File: config.mk
export PLATFORM = sky130hd
export DESIGN_NAME = noc_router_input_port
export DESIGN_NICKNAME = d
export VERILOG_FILES = /design/src/rtl/noc_pkg.sv /design/src/rtl/noc_flit_fifo.sv /design/src/rtl/noc_router_input_port.sv
export SDC_FILE = /design/constraint.sdc
export NUM_CORES = 1
export LEC_CHECK = 0
export BUFFER_PORTS_ARGS = -buffer_cell sky130_fd_sc_hd__buf_2
export CAP_MARGIN = 20
export CORE_MARGIN = 2
export CORE_UTILIZATION = 60
export DETAILED_ROUTE_END_ITERATION = 7
export GPL_TIMING_DRIVEN = 0
export HOLD_SLACK_MARGIN = 0.08
export PLACE_DENSITY = 0.82
export SYNTH_ARGS = -nofsm -noshare
export SYNTH_HDL_FRONTEND = slang
export SYNTH_SLANG_ARGS = --single-unit
File: constraint.sdc
create_clock -name clk -period 7.4 [get_ports clk]
set_clock_uncertainty 0.15 [all_clocks]
set_input_delay 0 -clock clk [delete_from_list [all_inputs] [get_ports clk]]
set_output_delay 0 -clock clk [all_outputs]
set_load 0.01 [all_outputs]
File: src/rtl/noc_pkg.sv
// Shared definitions for the router input port: header layout, port codes, FSM states.
package noc_pkg;

    localparam int DEST_MSB = 31;
    localparam int DEST_LSB = 24;
    localparam int TYPE_MSB = 23;
    localparam int TYPE_LSB = 21;
    localparam int RW_BIT   = 20;
    localparam int ADDR_MSB = 19;

    localparam logic [4:0] PORT_LOCAL = 5'b00001;
    localparam logic [4:0] PORT_NORTH = 5'b00010;
    localparam logic [4:0] PORT_EAST  = 5'b00100;
    localparam logic [4:0] PORT_SOUTH = 5'b01000;
    localparam logic [4:0] PORT_WEST  = 5'b10000;

    typedef enum logic [1:0] {
        HEAD = 2'd0,
        BODY = 2'd1,
        DROP = 2'd2
    } state_e;

    // Dimension-ordered routing: resolve X first, then Y, else deliver locally.
    function automatic logic [4:0] xy_route(input logic [3:0] dx, input logic [3:0] dy,
                                            input logic [3:0] mx, input logic [3:0] my);
        logic [4:0] p;
        if (dx > mx)      p = PORT_EAST;
        else if (dx < mx) p = PORT_WEST;
        else if (dy > my) p = PORT_SOUTH;
        else if (dy < my) p = PORT_NORTH;
        else              p = PORT_LOCAL;
        return p;
    endfunction

endpackage

File: src/rtl/noc_flit_fifo.sv
// Synchronous flit FIFO; head is the oldest entry, valid one cycle after a push into empty.
module noc_flit_fifo #(
    parameter int DATA_WIDTH = 32,
    parameter int DEPTH      = 4
) (
    input  logic                  clk,
    input  logic                  rst,
    input  logic                  push,
    input  logic                  pop,
    input  logic [DATA_WIDTH-1:0] wdata,
    output logic                  full,
    output logic                  empty,
    output logic [DATA_WIDTH-1:0] head
);
    localparam int AW = $clog2(DEPTH);

    logic [DATA_WIDTH-1:0] mem [DEPTH];
    logic [AW:0]           wr_ptr;
    logic [AW:0]           rd_ptr;
    logic [AW:0]           one;

    assign one   = {{AW{1'b0}}, 1'b1};
    // Extra pointer MSB distinguishes full from empty when the index bits match.
    assign empty = (wr_ptr == rd_ptr);
    assign full  = (wr_ptr[AW] != rd_ptr[AW]) && (wr_ptr[AW-1:0] == rd_ptr[AW-1:0]);
    assign head  = mem[rd_ptr[AW-1:0]];

    // Storage write; contents need no reset since empty masks them.
    always_ff @(posedge clk) begin
        if (push && !full) mem[wr_ptr[AW-1:0]] <= wdata;
    end

    // Pointer update; a reset drops everything buffered.
    always_ff @(posedge clk) begin
        if (rst) begin
            wr_ptr <= '0;
            rd_ptr <= '0;
        end else begin
            if (push && !full) wr_ptr <= wr_ptr + one;
            if (pop && !empty) rd_ptr <= rd_ptr + one;
        end
    end

endmodule

File: src/rtl/noc_router_input_port.sv
// Router input port: buffers flits, XY-routes the header and holds the route for the packet.
module noc_router_input_port
    import noc_pkg::*;
#(
    parameter int         DATA_WIDTH = 32,
    parameter int         FIFO_DEPTH = 4,
    parameter logic [7:0] NODE_ID    = 8'h00,
    parameter int         MESH_X     = 4,
    parameter int         MESH_Y     = 4
) (
    input  logic                  clk,
    input  logic                  rst,
    input  logic [DATA_WIDTH-1:0] in_data,
    input  logic                  in_valid,
    output logic                  in_ready,
    output logic [DATA_WIDTH-1:0] out_data,
    output logic                  out_valid,
    input  logic                  out_ready,
    output logic [4:0]            out_port,
    output logic                  out_is_head,
    output logic                  out_is_tail,
    output logic [2:0]            out_msg_type,
    output logic                  err_pulse,
    output logic [15:0]           pkt_count,
    output logic [7:0]            drop_count
);
    state_e                state;
    logic [4:0]            route_reg;
    logic [2:0]            msg_type_reg;
    logic                  fifo_full;
    logic                  fifo_empty;
    logic [DATA_WIDTH-1:0] fifo_head;
    logic                  push;
    logic                  pop;
    logic                  hs;
    logic                  drop_pop;
    logic [3:0]            dest_x;
    logic [3:0]            dest_y;
    logic                  dest_ok;
    logic                  head_rw;
    logic                  active;

    assign in_ready = !fifo_full && !rst;
    assign push     = in_valid && in_ready;
    assign hs       = out_valid && out_ready;
    assign pop      = hs || drop_pop;
    assign active   = !rst && !fifo_empty;
    assign out_data = active ? fifo_head : '0;

    assign dest_x  = fifo_head[DEST_LSB+3:DEST_LSB];
    assign dest_y  = fifo_head[DEST_MSB:DEST_LSB+4];
    assign head_rw = fifo_head[RW_BIT];
    assign dest_ok = ({1'b0, dest_x} < 5'(MESH_X)) && ({1'b0, dest_y} < 5'(MESH_Y));

    noc_flit_fifo #(
        .DATA_WIDTH (DATA_WIDTH),
        .DEPTH      (FIFO_DEPTH)
    ) u_fifo (
        .clk   (clk),
        .rst   (rst),
        .push  (push),
        .pop   (pop),
        .wdata (in_data),
        .full  (fifo_full),
        .empty (fifo_empty),
        .head  (fifo_head)
    );

    // Per-state presentation to the switch; outputs derive only from FIFO head and latched route, so they hold under stall.
    always_comb begin
        out_valid    = 1'b0;
        out_port     = '0;
        out_is_head  = 1'b0;
        out_is_tail  = 1'b0;
        out_msg_type = '0;
        err_pulse    = 1'b0;
        drop_pop     = 1'b0;
        if (active) begin
            case (state)
                HEAD: begin
                    if (dest_ok) begin
                        out_valid    = 1'b1;
                        out_is_head  = 1'b1;
                        out_is_tail  = !head_rw;
                        out_port     = xy_route(dest_x, dest_y, NODE_ID[3:0], NODE_ID[7:4]);
                        out_msg_type = fifo_head[TYPE_MSB:TYPE_LSB];
                    end else begin
                        drop_pop  = 1'b1;
                        err_pulse = 1'b1;
                    end
                end
                BODY: begin
                    out_valid    = 1'b1;
                    out_is_tail  = 1'b1;
                    out_port     = route_reg;
                    out_msg_type = msg_type_reg;
                end
                DROP:    drop_pop = 1'b1;
                default: ;
            endcase
        end
    end

    // Packet FSM: wormhole route lock plus forwarded/dropped packet counters.
    always_ff @(posedge clk) begin
        if (rst) begin
            state        <= HEAD;
            route_reg    <= '0;
            msg_type_reg <= '0;
            pkt_count    <= '0;
            drop_count   <= '0;
        end else begin
            case (state)
                HEAD: begin
                    if (hs) begin
                        route_reg    <= out_port;
                        msg_type_reg <= out_msg_type;
                        if (head_rw) state <= BODY;
                        else         pkt_count <= pkt_count + 16'd1;
                    end
                    if (drop_pop) begin
                        if (drop_count != 8'hFF) drop_count <= drop_count + 8'd1;
                        if (head_rw) state <= DROP;
                    end
                end
                BODY: begin
                    if (hs) begin
                        pkt_count <= pkt_count + 16'd1;
                        state     <= HEAD;
                    end
                end
                DROP: begin
                    if (drop_pop) state <= HEAD;
                end
                default: state <= HEAD;
            endcase
        end
    end

endmodule

# == After elaboration in Yosys (flattened, before gate mapping) ==
# Memories as Yosys holds them, arrays and structs flattened. A register that Yosys moved wholly into a read port is not among the register bits.
# Index checks and enable logic that the tools add are counted.
# classes
n_mux,39
reduce_logical,19
n_eq_ne,10
order_cmp,6
add_sub_neg,4
# op_table
cell,n
16-bit 2-to-1 mux,3
32-bit 2-to-1 mux,1
16-bit one-hot mux with 2 select lines,1
5-bit 2-to-1 mux,4
2-bit 2-to-1 mux,9
16-bit by 1-bit adder with 16-bit output (second input constant),1
1-bit 2-to-1 mux,12
5-bit one-hot mux with 2 select lines,1
8-bit by 1-bit adder with 8-bit output (second input constant),1
4-bit by 1-bit greater-than comparator with 1-bit output (second input constant),2
1-bit logical AND,8
4-bit by 1-bit less-than comparator with 1-bit output (second input constant),2
4-bit by 3-bit less-than comparator with 1-bit output (second input constant),2
2-bit inequality test (second input constant),4
8-bit inequality test (second input constant),1
3-bit by 1-bit adder with 3-bit output (second input constant),2
3-bit 2-to-1 mux,2
1-bit one-hot mux with 2 select lines,3
2-bit one-hot mux with 3 select lines,1
3-bit one-hot mux with 2 select lines,1
1-bit logical NOT,4
4-bit 2-to-1 mux,1
2-bit AND reduction,2
4-bit AND reduction,1
9 further kinds,9
# word_totals
ff_bits,40
memories,1
ramBits,128
in_bits,36
wordCells,86
out_inout_bits,69
# mem_list
name,words,word_bits,read_ports,rd_clocked_by_memory_dff,write_ports,line_no,source
u_fifo.mem,4,32,1,1,1,noc_flit_fifo.sv:17,logic [DATA_WIDTH-1:0] mem [DEPTH];

# == Depth between registers and ports, before layout ==
# logic_depth
word_depth,10
depth_mapped,9
depth_no_buf,5

# == Modules after synthesis ==
# From an unflattened synthesis, not the netlist that was laid out.
# unflattened
hier_cells,487
area_unflattened_um2,7169.4
# modules_own_cells
mod,n_inst,area_each_um2,seq_area_each_um2,cells_per_inst
noc_flit_fifo,1,5177.5,4003.8,235
noc_router_input_port,1,1991.9,680.7,252

# == Least setup slack after synthesis ==
# No wires, ideal clock.
# synth_timing
path_type,flip-flop to flip-flop
startpoint,register with a tool-made name
endpoint,register pkt_count[5]
t_required_ns,7.118
n_path_buf,4
arrival_ns,2.430
slack_ns,4.688
synth_period_minus_slack_ns,2.712
stages_incl_launch_ff,10
setup_time_ns,0.132
path_cell_list,dfxtp_1 buf_6 mux4_2 or4_1 buf_6 o21a_4 buf_6 buf_2 o31ai_1 a21oi_1
# synth_lines
item,line_no,source
"end signal, assigned",noc_router_input_port.sv:119,else pkt_count <= pkt_count + 16'd1;
"end signal, assigned",noc_router_input_port.sv:128,pkt_count <= pkt_count + 16'd1;
"end, declared",noc_router_input_port.sv:24,"output logic [15:0] pkt_count,"

==> out/metrics.cfg <==
[outcome]
outcome=complete, no violations

[synthesis]
synth_common_cells=128 x edfxtp_1, 42 x dfxtp_1, 38 x and2_1
synthFlopType=edfxtp_1
yosysTopAreaCell=edfxtp_1
mappedNetlistNets=499
synth_seq_cells=170
synthArstFlopShare_pct=0
yosysMostFrequentCell=edfxtp_1
netlist_area_mm2=0.00702
netlist_top_cells_area=edfxtp_1 55%, dfxtp_1 12%, mux4_2 10%, and2_1 3.4%, a21oi_1 1.6%
syn_avg_cell_area_um2=15.4
synth_cells=456
synth_edf_count=128
ys_warn_count=0
seq_area_frac_synth_pct=66.7
ys_types=48
synth_top_area_share_pct=54.7

[floorplanning]
die_area_mm2=0.0126
die_h_um=112
core_mm2=0.0114
die_w_um=112
std_cell_rows=39
initial_utilization_pct=61.5
ios=105

[detailed_routing]
vias=4605
drc_errors=0
dr.pass1.iters=5
wl_um=15200
via_per_inst=5.98
drtIter0Drc=461
wl_per_cell_um=19.7
ant_nets=0

[timing]
slew_viol_final=0
hold_viol_final=0
slew_headroom_pct=38.4
max_freq_mhz=301
final-setup-viol-count=0
setup_tns_ns=0
rsz0062_at_grt=false
worst_pin_slew_ns=0.924
fin_crit_ns=3.32
finalCritPeriodShare_pct=44.9

[setup_path]
reg2reg_slack_ns=4.27
crit_fanout=10
worstRegToRegCells=8
path_delay_family=buffers and inverters
slowest_stage=mux4_2
endpoint_kind=output pin
path_buf_inv=3
cp-start-kind=flop
cp.arrival_ns=3.17
critPathKind=reg -> out
slowest_delay_ns=0.61
crit_chain=buf_6 -> clkbuf_1 -> mux4_2 -> nor2_1 -> nand2_1 -> or3_1 -> a21oi_1 -> buf_2
r2r-end=pkt_count[8]$_SDFFE_PP0P_
cp.required_ns=7.25

[pwr]
combPwrFrac_pct=14.4
p_leak_nw=3.17
vdd_drop_max_v=0.000218
p_int_mw=1.75
seq_power_share_pct=45.6
power.density_mw_per_mm2=269
clkPwrFrac_pct=39.9
power_mw=2.34
p_sw_share_pct=25.2
p_switching_mw=0.590

[hold_path]
hold_start=in_data[4]
hold_path_end=u_fifo.mem[2][4]$_DFFE_PP_
hold_class=in -> reg
holdPathStages=2

[cells_and_area]
largest_reg_flops=128
fillCellCount=685
drive_above_1_share_pct=29.2
area_growth_syn_to_layout_pct=24.0
ff_latch_area_mm2=0.00468
nets=657
multiInputGateArea_mm2=0.00220
n_antenna_cell=0
final_util_pct=76.3

[global_route]
grt_max_degree=34
grt_pass1_vias=4656
antenna_found_initial=0
grtUsageTotal_pct=25.2
overflow=0
grt_pass1_wl_um=23800

[place]
port_buffers=104
dp_hpwl_um=9560
routabilityCongestion=0.965

[clocking]
cts_resized=0
clk-insertion-delay-late_ns=0.43
root_buffer=clkbuf_16
htreeDepth=4
clock-sinks=170
cts.path.max_buffers=2
cts_inserted_buffers=17
clk_pin_slew_worst_paths_ns=0.07
cts_tree=built

[run]
cap_viol_max_count=0

## power by group through the flow
stage / registers [mW] / logic, mW / clock network [mW]
5_1_grt: 1.07 / 0.368 / 0.981
3_3_place_gp: 1.09 / 0.315 / 0
4_1_cts: 1.07 / 0.340 / 0.940
6_report: 1.07 / 0.338 / 0.936
2_1_floorplan: 1.09 / 0.218 / 0
3_5_place_dp: 1.09 / 0.322 / 0
## logic make-up after synthesis
logic type	after synthesis	synth area share, %
xor+xnor	10	1.25
simple gates	138	11.3
mux	45	12.2
compound gates	55	5.31
flops	170	66.7
fa+ha+maj	7	1.25
buf+inv	31	2.00
## worst max path at each step
| stage | start | end | slack, ns | cells past startpoint |
|---|---|---|---|---|
| 6_report | flop | out_port[3] | 4.08 | 8 |
| 5_1_grt | flop | out_data[19] | 3.74 | 6 |
| 4_1_cts | flop | out_data[17] | 3.97 | 6 |
| 3_5_place_dp | flop | pkt_count[12]$_SDFFE_PP0P_ | 4.32 | 8 |
| 3_3_place_gp | flop | pkt_count[5]$_SDFFE_PP0P_ | 4.33 | 8 |
| 2_1_floorplan | flop | pkt_count[5]$_SDFFE_PP0P_ | 4.69 | 9 |
## per-layer routing
metal,track usage [%],wire length [um],vias to the layer above
met3,8.10,1230,35
met5,0,0,-
met4,10.2,366,0
met1,31.7,5920,2235
li1,-,-,2100
met2,41.2,7640,235
## metrics by stage
stage / setup WS (ns) / instances / hold WS [ns] / instance area, um2
after floorplan: 4.69 / 456 / -0.0511 / 7020
after global placement: 4.33 / 703 / 0.0586 / 7720
after detailed placement: 4.32 / 703 / 0.0647 / 7720
after CTS: 3.97 / 770 / 0.149 / 8710
after global routing: 3.74 / 770 / 0.149 / 8710
final: 4.08 / 770 / 0.163 / 8710
## repair_timing
action                    4_1_cts  5_1_grt
setup buffers                   0        0
hold endpoints to repair      151        0
hold buffers                   35        0
## placed cells by master (no fill, tap or decap), drive strengths merged, types with 7 or more instances in the layout
cell type,n
edfxtp,128
nand3,8
dfxtp,42
nor2,21
and2,38
clkbuf,31
dlygate4sd3,35
mux2i,10
nand2,19
buf,111
or4,11
nor3,7
ha,7
xnor2,7
o31ai,11
inv,17
a21oi,22
mux4,32
## final cells by class
class,count,share of cell area [%]
Sequential cell,170,53.8
Multi-Input combinational cell,255,25.3
Timing Repair Buffer,139,10.0
Clock buffer,17,4.89
Clock inverter,15,2.37
Tap cell,143,2.05
Buffer,21,1.18
Inverter,10,0.431
Power figures use the tool's default switching activity.
